`src/rtl/uart_tx_frame.sv`:
```
// UART transmitter: frames a byte as start, LSB-first data, optional parity and stop,
// paced by the shared bit_tick strobe, with back-to-back accept at the stop tick.
module uart_tx_frame #(
  parameter int unsigned DATA_WIDTH = 8,
  parameter int unsigned CNT_W      = 4
) (
  input  logic                  clk,
  input  logic                  rst_n,
  input  logic                  bit_tick,
  input  logic                  par_en,
  input  logic                  par_typ,
  input  logic [DATA_WIDTH-1:0] p_data,
  input  logic                  data_valid,
  output logic                  data_ack,
  output logic                  tx_out,
  output logic                  busy
);

  typedef enum logic [2:0] {
    S_IDLE   = 3'd0,
    S_ARMED  = 3'd1,
    S_START  = 3'd2,
    S_DATA   = 3'd3,
    S_PARITY = 3'd4,
    S_STOP   = 3'd5
  } state_e;

  localparam logic [CNT_W-1:0] LAST_BIT = CNT_W'(DATA_WIDTH - 1);

  state_e                  state_q, state_d;
  logic                    tx_q, tx_d;
  logic                    busy_q, busy_d;
  logic [CNT_W-1:0]        cnt_q, cnt_d;
  logic [DATA_WIDTH-1:0]   shift_q, shift_d;
  logic                    par_en_q, par_en_d;
  logic                    par_bit_q, par_bit_d;
  logic                    accept_c;
  logic                    last_bit_c;

  assign accept_c   = data_valid & ((state_q == S_IDLE) | ((state_q == S_STOP) & bit_tick));
  assign last_bit_c = (cnt_q == LAST_BIT);

  // ack is a same-cycle pulse; forced low while reset is held
  assign data_ack = accept_c & rst_n;
  assign tx_out   = tx_q;
  assign busy     = busy_q;

  // State register
  always_ff @(posedge clk or negedge rst_n) begin
    if (!rst_n) begin
      state_q <= S_IDLE;
    end else begin
      state_q <= state_d;
    end
  end

  // Next-state logic
  always_comb begin
    state_d = state_q;
    case (state_q)
      S_IDLE:   if (accept_c) state_d = S_ARMED;
      S_ARMED:  if (bit_tick) state_d = S_START;
      S_START:  if (bit_tick) state_d = S_DATA;
      S_DATA:   if (bit_tick && last_bit_c) state_d = par_en_q ? S_PARITY : S_STOP;
      S_PARITY: if (bit_tick) state_d = S_STOP;
      S_STOP:   if (bit_tick) state_d = accept_c ? S_START : S_IDLE;
      default:  state_d = S_IDLE;
    endcase
  end

  // Output and datapath next values; the line only moves on tick edges
  always_comb begin
    tx_d      = tx_q;
    cnt_d     = cnt_q;
    shift_d   = shift_q;
    par_en_d  = par_en_q;
    par_bit_d = par_bit_q;
    busy_d    = (state_d != S_IDLE);

    if (accept_c) begin
      shift_d   = p_data;
      par_en_d  = par_en;
      par_bit_d = (^p_data) ^ par_typ;
    end

    case (state_q)
      S_IDLE: tx_d = 1'b1;
      S_ARMED: if (bit_tick) tx_d = 1'b0;
      S_START: begin
        if (bit_tick) begin
          tx_d    = shift_q[0];
          shift_d = shift_q >> 1;
          cnt_d   = '0;
        end
      end
      S_DATA: begin
        if (bit_tick) begin
          if (!last_bit_c) begin
            tx_d    = shift_q[0];
            shift_d = shift_q >> 1;
            cnt_d   = cnt_q + CNT_W'(1);
          end else begin
            tx_d = par_en_q ? par_bit_q : 1'b1;
          end
        end
      end
      S_PARITY: if (bit_tick) tx_d = 1'b1;
      S_STOP:   if (bit_tick) tx_d = accept_c ? 1'b0 : 1'b1;
      default: begin
        tx_d  = 1'b1;
        cnt_d = '0;
      end
    endcase
  end

  // Datapath and output registers
  always_ff @(posedge clk or negedge rst_n) begin
    if (!rst_n) begin
      tx_q      <= 1'b1;
      busy_q    <= 1'b0;
      cnt_q     <= '0;
      shift_q   <= '0;
      par_en_q  <= 1'b0;
      par_bit_q <= 1'b0;
    end else begin
      tx_q      <= tx_d;
      busy_q    <= busy_d;
      cnt_q     <= cnt_d;
      shift_q   <= shift_d;
      par_en_q  <= par_en_d;
      par_bit_q <= par_bit_d;
    end
  end

endmodule

```
`config.mk`:
```
export PLATFORM = sky130hd
export DESIGN_NAME = uart_tx_frame
export DESIGN_NICKNAME = d
export VERILOG_FILES = /design/src/rtl/uart_tx_frame.sv
export SDC_FILE = /design/constraint.sdc
export NUM_CORES = 1
export LEC_CHECK = 0
export ABC_AREA = 1
export CORE_MARGIN = 1.5
export CORE_UTILIZATION = 59
export DETAILED_ROUTE_END_ITERATION = 16
export HOLD_SLACK_MARGIN = 0.15
export MAX_ROUTING_LAYER = met4
export PLACE_DENSITY = 0.84
export SETUP_SLACK_MARGIN = 0.3
export SLEW_MARGIN = 30
export SYNTH_ARGS = -nofsm -noshare
export SYNTH_HDL_FRONTEND = slang
export SYNTH_SLANG_ARGS = --single-unit
```
`constraint.sdc`:
```
create_clock -name clk -period 4.05 [get_ports clk]
set_input_delay 0.6075 -clock clk [delete_from_list [all_inputs] [get_ports clk]]
set_output_delay 0.6075 -clock clk [all_outputs]
set_load 0.005 [all_outputs]
```
======== Word level (Yosys, flattened, before mapping) ========
Cells that the tools add are included.
word-level totals
  register bits ........................... 19
  bits of input ports ..................... 14
  output and inout port bits .............. 3
  logic and storage cells ................. 60
cells by class
  add/subtract/negate cells ............... 1
  eq/ne operators ......................... 12
  mux-type cells .......................... 27
  bitwise operators ....................... 6
  reductions and logical operators ........ 7
operator list
  kind                   number
  $mux W8                4
  $mux W3                6
  $pmux W3 S6            1
  $pmux W8 S2            1
  $mux W4                3
  $ne A2 B2 Y1 const B   6
  $pmux W4 S3            1
  $mux W1                9
  $reduce_xor A8 Y1      1
  $eq A3 B2 Y1 const B   2
  $eq A3 B3 Y1 const B   2
  $pmux W1 S5            1
  $reduce_and A5 Y1      1
  $add A4 B1 Y4 const B  1
  $eq A4 B3 Y1 const B   1
  $reduce_and A4 Y1      1
  $reduce_or A4 Y1       1
  $and A1 B1 Y1          3
  $eq A3 B1 Y1 const B   1
  $logic_not A3 Y1       1
  $reduce_bool A3 Y1     1
  $mux W2                1
  $logic_and A1 B1 Y1    1
  $not A1 Y1             1
  other kinds (2)        2

======== Logic depth before layout (Yosys ltp) ========
  word-level depth ........................ 8
  gate-level depth with buffers ........... 11
  mapped depth without buffers ............ 11

======== Worst setup path after synthesis ========
Ideal clock, no wire load.
  path kind ............................... register -> output
  from .................................... reg state_q[1]
  to ...................................... out data_ack
  data arrival time ....................... 1177 ps
  data required time ...................... 3442 ps
  setup slack ............................. 2265 ps
  stages on the path, launching flop included .. 7
  buffers on the path ..................... 1
  path through ............................ dfrtp_1 -> nor2_2 -> nand3_2 -> nand2_4 -> buf_8 -> inv_1 -> nor2_1
between the ends
  longest elaborated chain between the ends .. 5
  elaborated cells on any way between the ends .. 6
  classes of those cells .................. eq/ne (1); bitwise (4); reduce/logical (1)
RTL lines
  element                 line  text
  from (decl)             30    state_e state_q, state_d;
  from (signal assigned)  53    state_q <= state_d;
  $eq A3 B3 Y1            40    assign accept_c = data_valid & ((state_q == S_IDLE) | ((state_q == S_STOP) & bit_tick));
  $and A1 B1 Y1           40
  $or A1 B1 Y1 *          40
  $and A1 B1 Y1 *         40
  $and A1 B1 Y1 *         44    assign data_ack = accept_c & rst_n;
  to (decl)               14    output logic data_ack,
Every way passes the cells marked *; elsewhere a longest branch is shown, timed or not.

======== Final worst setup path ========
  from .................................... in bit_tick
  to ...................................... out data_ack
between the ends
  longest elaborated chain between the ends .. 4
RTL lines
  element        line  text
  from (decl)    9     input logic bit_tick,
  $and A1 B1 Y1  40
  $or A1 B1 Y1   40
  $and A1 B1 Y1  40
  $and A1 B1 Y1  44
No other way between the ends.

==> results.md <==
- Routability cong.: between 0.9 and 1
- Final slew viol count: 0
- Worst-Skew Late Latency: 310 ps
- FF/Latch Area: about 480 sq um
- Vias per cell: 5.50
- Max_cap viols: 0
- Hold Fails Final Rpt: 0
- Post-route clock period utilization: between 70% and 80%
- Via count: 1370
- Inserted Clock Buffers: 3
- Layout Nets: 237
- First-pass GRT wire length: between 5000 and 6000 microns
- Area Growth Syn to Fin: 14.1%
- DR iter-0 viols: 31
- Headroom to the max-slew limit: between 70% and 80%
- Ratio of cells with drive above 1 in the final layout: between 15 and 20%
- PD cells: 577 mW/mm^2
- Core area: 0.00223 sq mm
- Vias in the first global route: ~1300
- WL final: about 3000 microns
- Worst Path Required: approximately 3400 ps
- Static Leak: slightly above 0.8 nW
- Status: completed
- Synth area leaders: dfrtp_1 32%, nand2_1 18%, nand3_1 13%
- Register area share after synthesis: 33.9%
- # clock sinks: 19
- Kind of critical path: in -> out
- Largest net degree at the start of global routing: 21
- Setup TNS: 0 ps
- Flops & latches, synth: 19
- DP HPWL: between 2000 and 2500 microns
- Fin area: about 0.0016 sq mm
- Port Buffers: 16
- F_max: 322 MHz
- Worst Tran Pin Value: 400 ps
- Top Ports: 17
- Root Driver: clkbuf_4
- Antenna viol nets, final: 0
- # hold bufs at CTS: 0
- Crit path max fanout: 12
- Drt drc: 0
- CTS H-tree lvls: 1
- Count leader, synth: nand2_1
- Area taken by multi-input logic gates: 815 sq um
- Drt wl/cell: approximately 12 microns
- Syn Nets: roughly 220
- Fill count: between 200 and 250
- Ys flop type: dfrtp_1
- Gr ovfl total: 0
- Placed cell area: about 0.0016 sq mm
- Starting Density: between 60% and 70%
- Die Wd: about 52 microns
- Worst setup EP type: primary output
- Final min period: roughly 3100 ps
- Yosys cell types: 28
- Mean post-synth cell area: about 7 sq um
- Critical Path AT: 2500 ps
- Most frequent cells after synthesis: 68 x nand2_1, 36 x nand3_1, 18 x dfrtp_1, 18 x inv_1, 9 x nor2_1
- CTS resizes: 0
- Clock Tree Buf Depth: 2
- Cells after synthesis: just over 200
- Share of the synthesized area in the top cell type: about a third
- CP Launch Type: input port
- RSZ-0062 raised after global routing: no
- GR Util All Layers: approximately 28%
- DRT Pass-1 Iters: 4
- Worst Hold Class: reg -> reg
- Die Y: roughly 52 microns
- Top cell type by total area after synthesis: dfrtp_1
- Yosys warning count: 0
- Post-CTS Setup Inserts: 0
- Die ar.: about 0.0027 sq mm
- Num rows: 17
- VDD IR max: a little over 0.4 mV
- Mapped cell area: between 0.001 and 0.0015 sq mm
- Antenna diodes: 0
- Clk_skew: 1.71 ps
- Final setup viols: 0
- Reg clk slew, reported paths: 110 ps
- Number of synthesized flops with an enable pin: 0
- Initial antenna violation count: 0
- Share of flip-flops with an asynchronous set or reset: between 90% and 100%
- CTS tree: built
state kept, by name, summed over array words and instances (netlist names):
name	flops
busy	1
par_bit_q	1
state_q	3
cnt_q	4
shift_q	8
par_en_q	1
tx_out	1
per-stage QoR:
stage | hold WS (ps) | util [%] | setup WS, ps | total power [mW] | cells
floorplan | 312 | - | 2270 | 0.707 | 203
global placement | 487 | 70.6 | 1040 | 0.805 | 245
detailed placement | 505 | 70.6 | 985 | 0.825 | 245
CTS | 536 | 71.9 | 980 | 0.928 | 249
global route | 550 | 71.9 | 873 | 1.02 | 249
finish | 524 | 71.9 | 940 | 0.927 | 249
worst max-delay path, stage by stage:
cell             delay (ps)
clkdlybuf4s50_1         710
nand2_1                 100
inv_1                   110
nand2_4                  90
nand2_4                 160
inv_1                   100
nor2_1                  100
clkdlybuf4s50_1         510
placed cells by master, fill, tap and decap left out:
cell type / instances
nor2_1: 9
nand2_2: 8
inv_1: 18
o211ai_2: 1
o21ai_0: 7
xnor2_1: 3
nor2_4: 2
nand2_1: 68
xor2_1: 2
ha_1: 1
nor2_2: 2
o22ai_1: 1
or2_2: 2
a21oi_1: 3
nor3_1: 1
o21ai_2: 2
nand2_4: 2
dfrtp_1: 18
o31ai_1: 1
o211ai_1: 1
clkdlybuf4s50_1: 16
buf_4: 1
nand3_1: 36
clkinvlp_4: 1
clkbuf_4: 3
nand3_2: 5
dfstp_2: 1
nand4_1: 2
inv_2: 4
cell type report:
| cell class | count | share of cell area (%) |
|---|---|---|
| repair buffers | 17 | 10.4 |
| multi-input cells | 159 | 50.7 |
| clock buffers | 3 | 1.40 |
| flip-flops and latches | 19 | 29.7 |
| clock inverters | 1 | 0.467 |
| well taps | 28 | 2.18 |
| inverters | 22 | 5.14 |
layer usage:
metal	share of wire (%)	vias to the layer above	global-route usage, %
li1	-	697	-
met1	45	627	33.0
met2	50	42	46.8
met3	4.8	4	5.46
met4	0.68	0	8.33
met5	0	-	-
final timing paths:
path                       startpoint  slack, ps  cells past startpoint         end
hold / removal              par_bit_q        520                      2   par_bit_q
max in group asynchronous       rst_n       3160                      2      tx_out
min in group asynchronous       rst_n        620                      2  shift_q[3]
setup / recovery             bit_tick        940                      8    data_ack
hold reg to reg             par_bit_q        520                      2   par_bit_q
setup reg to reg           state_q[2]       2350                      8    cnt_q[1]
kinds of logic (layout without fill, tap and decap cells):
family,Yosys count,after routing,synth area share (%)
flip-flops,19,19,33.9
XOR/XNOR,5,5,3.11
AND/OR/NAND/NOR,137,137,46.7
AO/OA/AOI/OAI,16,16,7.20
adder cells (fa/ha/maj),1,1,0.889
buffers and inverters,25,43,8.27
power by group:
group          internal, mW  switching [mW]  total, mW
combinational         0.186           0.309      0.495
clock                0.0377          0.0643      0.102
sequential            0.265          0.0651      0.330
(Power assumes the default switching activity.)
